**src/rtl/rom_stream_pkg.sv**
```systemverilog
// Shared definitions for the ROM stream loader.
// Holds the loader FSM state type, default widths and the beat-count helpers
// used by rom_stream_loader and word_serializer.
package rom_stream_pkg;

  localparam int unsigned DefAddrW    = 2;
  localparam int unsigned DefDataW    = 64;
  localparam int unsigned DefBeatW    = 16;
  localparam int unsigned DefNumWords = 3;

  localparam int unsigned BeatsPerWord = DefDataW / DefBeatW;
  localparam int unsigned BeatCntW     = (BeatsPerWord > 1) ? $clog2(BeatsPerWord) : 1;

  typedef enum logic [1:0] {
    StIdle,
    StFetch,
    StSend,
    StDone
  } state_e;

  // Counter width for a given beat count; never narrower than one bit.
  function automatic int unsigned cnt_width(input int unsigned beats);
    return (beats > 1) ? $clog2(beats) : 1;
  endfunction

endpackage

```
**src/rtl/word_serializer.sv**
```systemverilog
// Splits one captured ROM word into BeatW-bit beats, least-significant beat first.
// Ports:
//   clk_i, rst_i  clock and synchronous active-high reset
//   load_i        capture data_i and restart the beat counter
//   advance_i     current beat consumed; shift to the next one
//   data_i        word to serialize
//   beat_o        current beat (low BeatW bits of the shift register)
//   last_beat_o   current beat is the final beat of the word
module word_serializer
  import rom_stream_pkg::*;
#(
  parameter int unsigned DataW = DefDataW,
  parameter int unsigned BeatW = DefBeatW
) (
  input  logic             clk_i,
  input  logic             rst_i,
  input  logic             load_i,
  input  logic             advance_i,
  input  logic [DataW-1:0] data_i,
  output logic [BeatW-1:0] beat_o,
  output logic             last_beat_o
);

  localparam int unsigned Beats = DataW / BeatW;
  localparam int unsigned CntW  = cnt_width(Beats);
  localparam logic [CntW-1:0] LastCnt = CntW'(Beats - 1);

  logic [DataW-1:0] shreg_d, shreg_q;
  logic [CntW-1:0]  cnt_d, cnt_q;

  always_comb begin
    shreg_d = shreg_q;
    cnt_d   = cnt_q;
    if (load_i) begin
      shreg_d = data_i;
      cnt_d   = '0;
    end else if (advance_i) begin
      shreg_d = shreg_q >> BeatW;
      cnt_d   = cnt_q + CntW'(1);
    end
  end

  always_ff @(posedge clk_i) begin
    if (rst_i) begin
      shreg_q <= '0;
      cnt_q   <= '0;
    end else begin
      shreg_q <= shreg_d;
      cnt_q   <= cnt_d;
    end
  end

  assign beat_o      = shreg_q[BeatW-1:0];
  assign last_beat_o = (cnt_q == LastCnt);

endmodule

```
**src/rtl/rom_stream_loader.sv**
```systemverilog
// Reads ROM words 0..NUM_WORDS-1 on request and streams them out as beats.
// Ports:
//   clk, rst            clock and synchronous active-high reset
//   start               run request, honoured only when idle
//   busy / done         run in progress / one-cycle completion pulse
//   rom_ad / rom_data   registered ROM address and its combinational data
//   out_valid/out_ready beat handshake
//   out_data            current beat, LSB beat of each word first
//   out_last            final beat of the final word
//   out_word            word index of the current beat
//   checksum            XOR of all accepted beats (only with
//                       ROM_STREAM_LOADER_CHECKSUM_EN defined)
module rom_stream_loader
  import rom_stream_pkg::*;
#(
  parameter int unsigned ADDR_W    = DefAddrW,
  parameter int unsigned DATA_W    = DefDataW,
  parameter int unsigned BEAT_W    = DefBeatW,
  parameter int unsigned NUM_WORDS = DefNumWords
) (
  input  logic              clk,
  input  logic              rst,
  input  logic              start,
  output logic              busy,
  output logic              done,
  output logic [ADDR_W-1:0] rom_ad,
  input  logic [DATA_W-1:0] rom_data,
  output logic              out_valid,
  input  logic              out_ready,
  output logic [BEAT_W-1:0] out_data,
  output logic              out_last,
`ifdef ROM_STREAM_LOADER_CHECKSUM_EN
  output logic [BEAT_W-1:0] checksum,
`endif
  output logic [ADDR_W-1:0] out_word
);

  localparam logic [ADDR_W-1:0] LastWord = ADDR_W'(NUM_WORDS - 1);

  state_e            state_d, state_q;
  // Doubles as the word index: word n always lives at ROM address n.
  logic [ADDR_W-1:0] addr_d, addr_q;
  logic              ser_load, ser_advance;
  logic [BEAT_W-1:0] beat;
  logic              last_beat;

  word_serializer #(
    .DataW (DATA_W),
    .BeatW (BEAT_W)
  ) u_word_serializer (
    .clk_i       (clk),
    .rst_i       (rst),
    .load_i      (ser_load),
    .advance_i   (ser_advance),
    .data_i      (rom_data),
    .beat_o      (beat),
    .last_beat_o (last_beat)
  );

  always_comb begin
    state_d     = state_q;
    addr_d      = addr_q;
    ser_load    = 1'b0;
    ser_advance = 1'b0;
    unique case (state_q)
      StIdle: begin
        if (start) begin
          addr_d  = '0;
          state_d = StFetch;
        end
      end
      StFetch: begin
        // rom_ad settled at the previous edge, so rom_data is valid now.
        ser_load = 1'b1;
        state_d  = StSend;
      end
      StSend: begin
        if (out_ready) begin
          ser_advance = 1'b1;
          if (last_beat) begin
            if (addr_q == LastWord) begin
              state_d = StDone;
            end else begin
              addr_d  = addr_q + ADDR_W'(1);
              state_d = StFetch;
            end
          end
        end
      end
      StDone: begin
        state_d = StIdle;
      end
      default: begin
        state_d = StIdle;
      end
    endcase
  end

  always_ff @(posedge clk) begin
    if (rst) begin
      state_q <= StIdle;
      addr_q  <= '0;
    end else begin
      state_q <= state_d;
      addr_q  <= addr_d;
    end
  end

  assign busy      = (state_q != StIdle);
  assign done      = (state_q == StDone);
  assign rom_ad    = addr_q;
  assign out_valid = (state_q == StSend);
  assign out_data  = out_valid ? beat : '0;
  assign out_word  = out_valid ? addr_q : '0;
  assign out_last  = out_valid && last_beat && (addr_q == LastWord);

`ifdef ROM_STREAM_LOADER_CHECKSUM_EN
  logic [BEAT_W-1:0] checksum_d, checksum_q;

  always_comb begin
    checksum_d = checksum_q;
    if (state_q == StIdle && start) begin
      checksum_d = '0;
    end else if (ser_advance) begin
      checksum_d = checksum_q ^ beat;
    end
  end

  always_ff @(posedge clk) begin
    if (rst) begin
      checksum_q <= '0;
    end else begin
      checksum_q <= checksum_d;
    end
  end

  assign checksum = checksum_q;
`endif

endmodule

```
**config.mk**
```make
export PLATFORM = sky130hd
export DESIGN_NAME = rom_stream_loader
export DESIGN_NICKNAME = d
export VERILOG_FILES = /design/src/rtl/rom_stream_pkg.sv /design/src/rtl/word_serializer.sv /design/src/rtl/rom_stream_loader.sv
export SDC_FILE = /design/constraint.sdc
export NUM_CORES = 1
export LEC_CHECK = 0
export ABC_AREA = 1
export CAP_MARGIN = 20
export CORE_MARGIN = 1
export CORE_UTILIZATION = 43
export DETAILED_ROUTE_END_ITERATION = 8
export PLACE_DENSITY = 0.78
export SYNTH_ARGS = -nofsm -noshare
export SYNTH_HDL_FRONTEND = slang
export SYNTH_SLANG_ARGS = --single-unit
export TNS_END_PERCENT = 20
```
**constraint.sdc**
```tcl
create_clock -name clk -period 1.1 [get_ports clk]
set_input_delay 0.165 -clock clk [delete_from_list [all_inputs] [get_ports clk]]
set_output_delay 0.165 -clock clk [all_outputs]
set_load 0.05 [all_outputs]
```
==> impl_summary.md <==
CTS
The clock net sink count is 70. The clock transition time at the flip-flop clock pins of the worst setup and hold paths is ~0.080 ns. The H-tree was split into 3 levels. TritonCTS built the clock tree. Clock latency on the worst-skew pair, taken at its later pin, is ~0.35 ns. In this run, CTS created clock tree buffers numbering 9.

Hold repair after CTS inserted 0 buffers. The cell at the root of the clock tree is clkbuf_8. The clock passes through at most 2 buffers.

Placed design
The count of input and output buffers is 91. The area after detailed placement is between 0.004 and 0.005 mm2. Detailed placement finished with a half-perimeter wire length of 6430 um. The placer congestion estimate is 0.873.

Route
The detailed router's first-iteration violation count is approximately 230. The routed layout has between 3000 and 4000 vias. The average wire per standard cell is approximately 13 um. The number of routed nets with antenna violations is 0. The final layout contains routed wiring with a total length of 9500 um. After detailed routing, the number of remaining DRC violations is 0. Using the TritonRoute via totals, the vias-per-cell ratio works out to 5.01. The detailed-router iteration count before antenna repair is 5.

Critical path
In this run the worst path has a maximum fanout of 5. For the worst setup path, the data arrival time is between 1 and 1.5 ns. The count of buffer and inverter cells on the critical path is 4. The type of element launching the critical path is a flip-flop. STA classifies the critical path endpoint as a primary output. In this run the worst setup path begins at state_q[1]. The worst path required time is 0.94 ns. The family with the most delay on the worst path is buffers and inverters. The cell type of the slowest stage on the worst timing path is dfxtp_2.

The signal on the critical path passes through inv_4, nor2_4, inv_4, buf_4, nor2_4, buf_8. The critical path start-end classification is flip-flop to primary output. In this run the critical register-to-register path is launched from state_q[1].

The largest single stage delay on the critical path is about 0.36 ns.

Floorplanning
The effective utilization at floorplan is 45.4%. The floorplan has 31 rows. The horizontal die dimension is around 90 um.

The die boundary height is 90.2 um. The overall die area is around 0.008 mm2. The total area inside the core boundary comes to between 0.007 and 0.008 mm2.

Pin placement for this block handled 92 I/O pins.

Synth
Ranked by total cell area, the synthesized netlist is headed by dfxtp_1 (42%), nand2_1 (23%), nand3_1 (7.8%). The net count after synthesis is a little under 600. The post-synthesis register bit count is 70. The library cell with the largest summed area after synthesis is dfxtp_1. The mean cell area of the mapped netlist is 6.40 um2.

In this run the cell area of the synthesized design comes to 0.00335 mm2. The number of standard cells after synthesis is roughly 520. The number of warning messages in the yosys log is 0. The area fraction of the dominant cell type after synthesis is about two fifths. After synthesis, flip-flops and latches occupy a little over two fifths of the total area. Yosys mapped the design onto 19 distinct sky130hd cell types.

Timing
The relative slew slack is between 70 and 80%. Setup violations remaining at the end of the flow were counted as 93. Setup repair after global routing could not meet its margin everywhere. The maximum clock rate is ~640 MHz. The worst-case hold slack is approximately 0.23 ns. The post-layout worst setup margin is -0.472 ns. The worst-margin pin slew is between 0.3 and 0.4 ns. The final max-slew violation count was 0. For the finished layout, the period the worst path requires is 1.57 ns. The setup total negative slack is -30.68 ns. The hold violation count in the final report is 0. In the finished design, the share of the clock period the worst path needs comes to 143%.

The worst clock skew is around 0.011 ns.

Min path
The worst hold path begins at rst. The type of the most critical hold path is primary input to flip-flop.

Pwr
Per report_power, the clock group accounts for 22.1% of the total. The cell internal power dissipation is ~5000 uW. In this run the power spent charging and discharging nets is 3080 uW. The sum of internal, switching and leakage power is 8200 uW. Of the total power, the share spent switching nets is between 30% and 40%. For this design the ratio of total power to cell area is roughly 1600 mW/mm2. Registers are responsible for between 30% and 40% of the overall power. The largest voltage drop on the vdd net is ~0.76 mV. The combinational share of power is between 40 and 50%. In this run the static leakage power is between 0.002 and 0.0025 uW.

Final layout
The share of layout cells above drive strength 1 is a little over a fifth. The sequential standard cell area is between 0.001 and 0.0015 mm2. The total non-filler cell area in the finished layout is between 0.005 and 0.006 mm2. The synthesis-to-finish area growth is 56.1%. After the last flow step, the layout net total stands at 702. The antenna cell count is 0. The combined area of the multi-input logic cells is around 0.0019 mm2.

The fill cell instance count of the final layout is approximately 560.

GRT
The initial antenna violation count came to 0. The first global-routing pass estimated 15600 um of wire. The via count of the first global-routing pass is around 3400. The largest net degree at the start of global routing is 34. After global routing the overflow that remains totals 0. Global routing used a little under a quarter of the available tracks across all layers.

Run
The tool flagged a number of max-cap violations equal to 0.

Status
The flow ran to the end, but the final reports show violations. The final reports fail on negative setup slack.
[final timing paths]
path,cells past startpoint,end,slack [ns]
hold / removal,3,u_word_serializer.shreg_q[48],0.23
setup / recovery,6,out_word[1],-0.47
hold reg to reg,2,u_word_serializer.cnt_q[1],0.47
setup reg to reg,9,u_word_serializer.shreg_q[15],-0.37
[cells in the mapped netlist]
master and count:
nand2_1 204, buf_6 3, nand3_1 52, buf_1 1
a21oi_1 51, o21ai_0 16, inv_2 2, clkinv_2 1
nor2_4 1, or2_2 1, nor2_1 58, ha_1 2
buf_4 6, nand2_2 3, dfxtp_1 70, clkbuf_1 18
inv_1 24, a31oi_1 1, buf_2 9
[worst reg2reg max path, delay by kind of cell, from the launching register on]
kind | cells | cell delay [ns]
AOI/OAI and AO/OA | 1 | 0.20
buffers and inverters | 4 | 0.53
DFF | 1 | 0.34
and+or+nand+nor | 4 | 0.31
[cell usage in the layout (no fill, tap or decap), types with 5 or more instances in the layout]
cell | synthesis | layout
clkdlybuf4s50_1 | 0 | 66
a21oi_1 | 51 | 46
nor2_4 | 1 | 20
dfxtp_1 | 70 | 67
nand2_1 | 204 | 200
buf_4 | 6 | 25
buf_12 | 0 | 16
a21oi_2 | 0 | 5
inv_1 | 24 | 22
nand3_1 | 52 | 51
clkbuf_8 | 0 | 9
o21ai_2 | 0 | 6
nor2_1 | 58 | 37
o21ai_1 | 0 | 9
buf_6 | 3 | 21
[power groups by stage]
stage	logic, uW	registers, uW	clock network [uW]
floorplan	1780	3090	0
global placement	2850	3050	0
detailed placement	2910	3060	0
CTS	3090	3010	1800
global route	3650	3070	1920
finish	3360	3030	1810
[final cells by class]
class,count,share of cell area [%]
Tap cell,99,2.37
Timing Repair Buffer,135,29.2
Multi-Input combinational cell,389,36.2
Clock inverter,6,0.767
Sequential cell,70,27.0
Clock buffer,9,2.37
Inverter,27,2.23
[metal layers]
layer	share of wire (%)	up-vias	GRT usage, %
met5	0	-	0
met4	1.8	0	8.87
met3	5.2	15	3.89
li1	-	1861	-
met2	49	149	39.7
met1	44	1658	30.2
[flip-flops by register name, indices dropped and copies added (netlist names)]
name,cells
u_word_serializer.shreg_q,64
rom_ad,2
state_q,2
u_word_serializer.cnt_q,2
[through the flow]
stage / util, % / instances / setup slack (ns)
after floorplan: - / 523 / -0.391
after global placement: 64.4 / 713 / -0.270
after detailed placement: 64.4 / 713 / -0.342
after CTS: 68.8 / 732 / -0.434
after global routing: 70.9 / 735 / -0.503
final: 70.9 / 735 / -0.472
[cell families (layout without fill, tap and decap cells)]
group / count (synthesis) / count (layout) / synth area share [%]
buffers and inverters: 64 / 177 / 8.90
and+or+nand+nor: 319 / 319 / 38.3
AOI/OAI and AO/OA: 68 / 68 / 10.2
adders and majority gates: 2 / 2 / 0.748
DFF: 70 / 70 / 41.9
[what timing repair did]
| action | 4_1_cts | 5_1_grt |
|---|---|---|
| gates resized for setup | 32 | 46 |
| setup endpoints to repair | 94 | 94 |
| buffers inserted | 4 | 2 |
| gates cloned | 1 | 1 |
| pin swaps | 4 | 4 |
Note: power is estimated with default switching activity, not from simulation.
==> edit 1, RTL diff (same settings) <==
Re-encode `state_e` (4 states) as Gray code, 2 bits wide.
--- a/src/rtl/rom_stream_pkg.sv
+++ b/src/rtl/rom_stream_pkg.sv
@@ -13,8 +13,8 @@
 
   typedef enum logic [1:0] {
-    StIdle,
-    StFetch,
-    StSend,
-    StDone
+    StIdle  = 2'b00,
+    StFetch = 2'b01,
+    StSend  = 2'b11,
+    StDone  = 2'b10
   } state_e;
 
Formal check against the unedited RTL: same outputs for any inputs over 10 cycles, from zero or initial values and one cycle with rst high; not proved beyond that.
==> edit 1 against the unedited design <==
The run still ends with setup timing left. Clock power grew 5%. Sequential power down 7.3%. Critical path type unchanged. Count of clock-buffer cells in the layout is 2 higher. Design area is 0.58% higher. Wire length down 9.4%. Power decreased by 21%. Sequential cell count did not move. Largest power group is now registers. Worst setup slack better by 0.087 ns. Via count is 7.8% lower. Area after synthesis shrank 1.6%.
==> edit 1: results (changes against the unedited design) <==
drt via density=4.77 (-4.9%); status=finished, violations left; VDD IR max=0.776 mV (+2.2%); DP Wirelength=6040 um (-6.2%); Slowest cell on crit path=dfxtp_4; top cells by area, synth=dfxtp_1 43%, nand2_1 29%, a21oi_1 8.7%, a21oi_2 2.9%, nor2_1 2.8%; GRT Resource Usage Total=22.6% (-0.96 points); nets=678 (-3.4%); DRT Wirelength=8610 um (-9.4%); Worst Path Arrival=1.32 ns (-0.09 ns); setup slack after layout=-0.385 ns (+0.0869 ns); share of cells above drive strength 1=22.0% (+0.95 points); Lkg Pwr=2.12 nW (-3.4%); RR Endpoint=u_word_serializer.shreg_q[6]; largest net degree at the start of global routing=51 (+50%); Detailed Routing Iterations Pass 1=4 (-1); first-pass GRT wire length=14000 um (-10%); Worst-Margin Slew=0.230 ns (-0.137 ns); Final setup viols=90 (-3.2%); reg2reg path depth=6 (-3); failing checks=setup timing; postcts setup bufs=1 (-3); post-synthesis sequential area ratio=42.6% (+0.67 points); maximum fanout along the worst path=6 (+1); number of distinct library cells after synthesis=23 (+4); fill count=550 (-2.0%); Routability Congestion=0.829 (-5.0%); Reg2Reg Setup Slack=-0.22 ns (+0.15 ns); Critical Path End=out_data[5]; vias in the first global route=3276 (-4.5%); Detailed Route Iter0 Violations=116 (-48%)
==> edit 1: how the worst min path moves through the flow <==
stage | cells past startpoint | to | slack [ns]
3_5_place_dp | 2 | u_word_serializer.shreg_q[54] | 0.45
2_1_floorplan | 2 | u_word_serializer.shreg_q[48] | 0.31
5_1_grt | 4 | rom_ad[0] | 0.22
4_1_cts | 4 | rom_ad[0] | 0.19
6_report | 4 | rom_ad[0] | 0.19
3_3_place_gp | 2 | u_word_serializer.shreg_q[50] | 0.45
==> edit 1: kinds of logic after synthesis <==
| family | after synthesis | share of synthesized area, % |
|---|---|---|
| AO/OA/AOI/OAI | 87 | 14.9 |
| buffers and inverters | 58 | 8.59 |
| AND/OR/NAND/NOR | 286 | 33.2 |
| adder cells (fa/ha/maj) | 2 | 0.760 |
| flip-flops | 70 | 42.6 |
==> edit 1: power by group <==
part | switching [mW] | total (mW) | internal, mW
combinational | 0.921 | 1.74 | 0.817
sequential | 0.0930 | 2.81 | 2.71
clock | 0.965 | 1.90 | 0.939
==> edit 1: routing by layer <==
layer  vias up  track usage (%)  part of all wire, %
li1       1769                -                    -
met4         0             9.52                  1.8
met3        15             4.62                  5.2
met1      1509             26.9                   43
met2       101             39.7                   49
met5         -                0                    0
==> edit 1: area by class of cell <==
cell class                      instances  area share, %
Clock buffer                           11           2.88
Clock inverter                          5          0.619
Inverter                               27           2.12
Multi-Input combinational cell        375           34.9
Sequential cell                        70           27.0
Tap cell                               99           2.36
Timing Repair Buffer                  125           30.1
==> edit 1: stage by stage <==
step	setup TNS [ns]	area (um2)	cells	total power, mW
4_1_cts	-17.85	5210	712	6.45
3_3_place_gp	-25.37	4860	693	4.44
2_1_floorplan	-3.13	3460	503	3.80
3_5_place_dp	-26.63	4860	693	4.48
5_1_grt	-23.63	5250	712	6.76
6_report	-18.08	5250	712	6.45
==> edit 2, RTL diff (same flow settings) <==
Without the edit above. `DefBeatW`: 16 -> 8.
--- a/src/rtl/rom_stream_pkg.sv
+++ b/src/rtl/rom_stream_pkg.sv
@@ -6,5 +6,5 @@
   localparam int unsigned DefAddrW    = 2;
   localparam int unsigned DefDataW    = 64;
-  localparam int unsigned DefBeatW    = 16;
+  localparam int unsigned DefBeatW    = 8;
   localparam int unsigned DefNumWords = 3;
 
Ports: changed (resized out_data); port bits go from 92 to 84. No check against the original RTL was run, so the function may have changed too.
==> edit 2 against the unedited design <==
The run still ends with setup timing left. Largest power group unchanged. Utilization up 1.1 points. Critical endpoint is now out_last. Wire length up 15%. Area after synthesis up 3.3%. Design area up 7.0%. Global-route usage up 2.3 points. Register-to-register slack better by 0.04 ns. Count of clock-buffer cells in the layout up 4. Worst setup slack better by 0.095 ns. Hold slack better by 0.083 ns. Power up 6.4%. Sequential cell count up 1. First-iteration DRC count down 10%.
==> edit 2: results (changes against the unedited design) <==
status=finished, violations left; failing checks=setup timing; initial antenna violation count=0 (unchanged); setup slack after layout=-0.376 ns (+0.0954 ns); WL met3=634 um (+29%); Final setup viols=86 (-7.5%); post-synthesis sequential area ratio=41.1% (-0.77 points); Routability Congestion=0.770 (-12%); Worst-Margin Slew=0.401 ns (+0.0341 ns); Metal-1 WL=4330 um (+4.2%); largest net degree at the start of global routing=58 (+71%); maximum fanout along the worst path=3 (-2); syn avg cell area=6.43 um2 (+0.45%); nets=717 (+2.1%); number of distinct library cells after synthesis=18 (-1); later-pin clock latency in the skew report=0.35 ns (about the same); VDD IR max=0.766 mV (+0.86%); uppermost layer routed=met4; DRT Wirelength=10900 um (+15%); fill count=570 (+1.6%); DP Wirelength=6020 um (-6.4%); Worst Skew=0.0104 ns (-0.000841 ns); Wirelength per Cell=14.5 um (+12%); Lkg Pwr=2.32 nW (+5.8%); share of cells above drive strength 1=21.8% (+0.74 points); vias in the first global route=3698 (+7.8%); Commonest cells post-synth=237 x nand2_1, 71 x dfxtp_1, 61 x nand3_1; first-pass GRT wire length=17200 um (+10%); Port Buffers=83 (-8.8%); top cells by area, synth=dfxtp_1 41%, nand2_1 26%, nand3_1 8.8%, a21oi_1 8.7%, nor2_1 3.7%; Worst Path Arrival=1.31 ns (-0.10 ns); drt via density=5.29 (+5.5%); Placed Area=4770 um2 (+0.40%); row count=32 (+3.2%); routed wl met2=5600 um (+20%); GRT Resource Usage Total=25.9% (+2.3 points); type of the worst min-delay path=primary input to flip-flop; asr flop ratio synth=0% (unchanged); syn_nets=609 (+2.7%)
-- edit 2: final cells by class --
cell class	instances	area, um2	share of cell area (%)
sequential	71	1430	25.7
timing repair buffer	136	1730	30.9
clock buffer	13	190	3.40
multi-input combinational	409	1990	35.6
inverter	19	93.8	1.68
tap	102	128	2.28
clock inverter	3	21.3	0.381
-- edit 2: final timing paths --
check,endpoint,slack (ns),cells after the start
setup / recovery,out_last,-0.38,6
hold / removal,u_word_serializer.shreg_q[27],0.31,3
setup reg to reg,u_word_serializer.shreg_q[13],-0.33,10
hold reg to reg,u_word_serializer.shreg_q[24],0.48,2
-- edit 2: metrics by stage --
stage	worst slack, ns	setup TNS [ns]	total power [mW]
global placement	-0.313	-19.61	5.65
CTS	-0.363	-20.81	8.53
global route	-0.419	-27.69	9.12
detailed placement	-0.345	-20.99	5.71
floorplan	-0.302	-14.88	4.70
finish	-0.376	-22.92	8.73
-- edit 2: report_power, final --
part	internal (mW)	switching, mW	leakage [nW]
Sequential	2.82	0.149	0.579
Clock	1.15	1.02	0.107
Combinational	1.74	1.85	1.64
Total	5.71	3.02	2.32
-- edit 2: critical path: stages (launching register included) --
cell and delay [ns]:
dfxtp_2 0.35, inv_4 0.05, nor2_8 0.12, buf_6 0.12, nand2_4 0.05, nor2_4 0.12
buf_12 0.14
-- edit 2: layer usage --
layer  track usage, %  vias to the layer above
li1                 -                     1937
met1             30.5                     1850
met2             45.6                      159
met3             4.23                       34
met4             12.7                        0
met5                0                        -
-- edit 2: timing repair --
item                                    CTS  global route
hold buffers                              0             0
setup buffers                             6             9
resized for setup                        42            22
endpoints found under the setup margin   87            87
pin swaps                                 7             8
gates cloned                              9             1
-- edit 2: kinds of logic after synthesis --
group,after synthesis,synth area share (%)
buffers and inverters,58,7.93
adders and majority gates,3,1.09
DFF,71,41.1
AOI/OAI and AO/OA,69,10.0
and+or+nand+nor,337,39.8
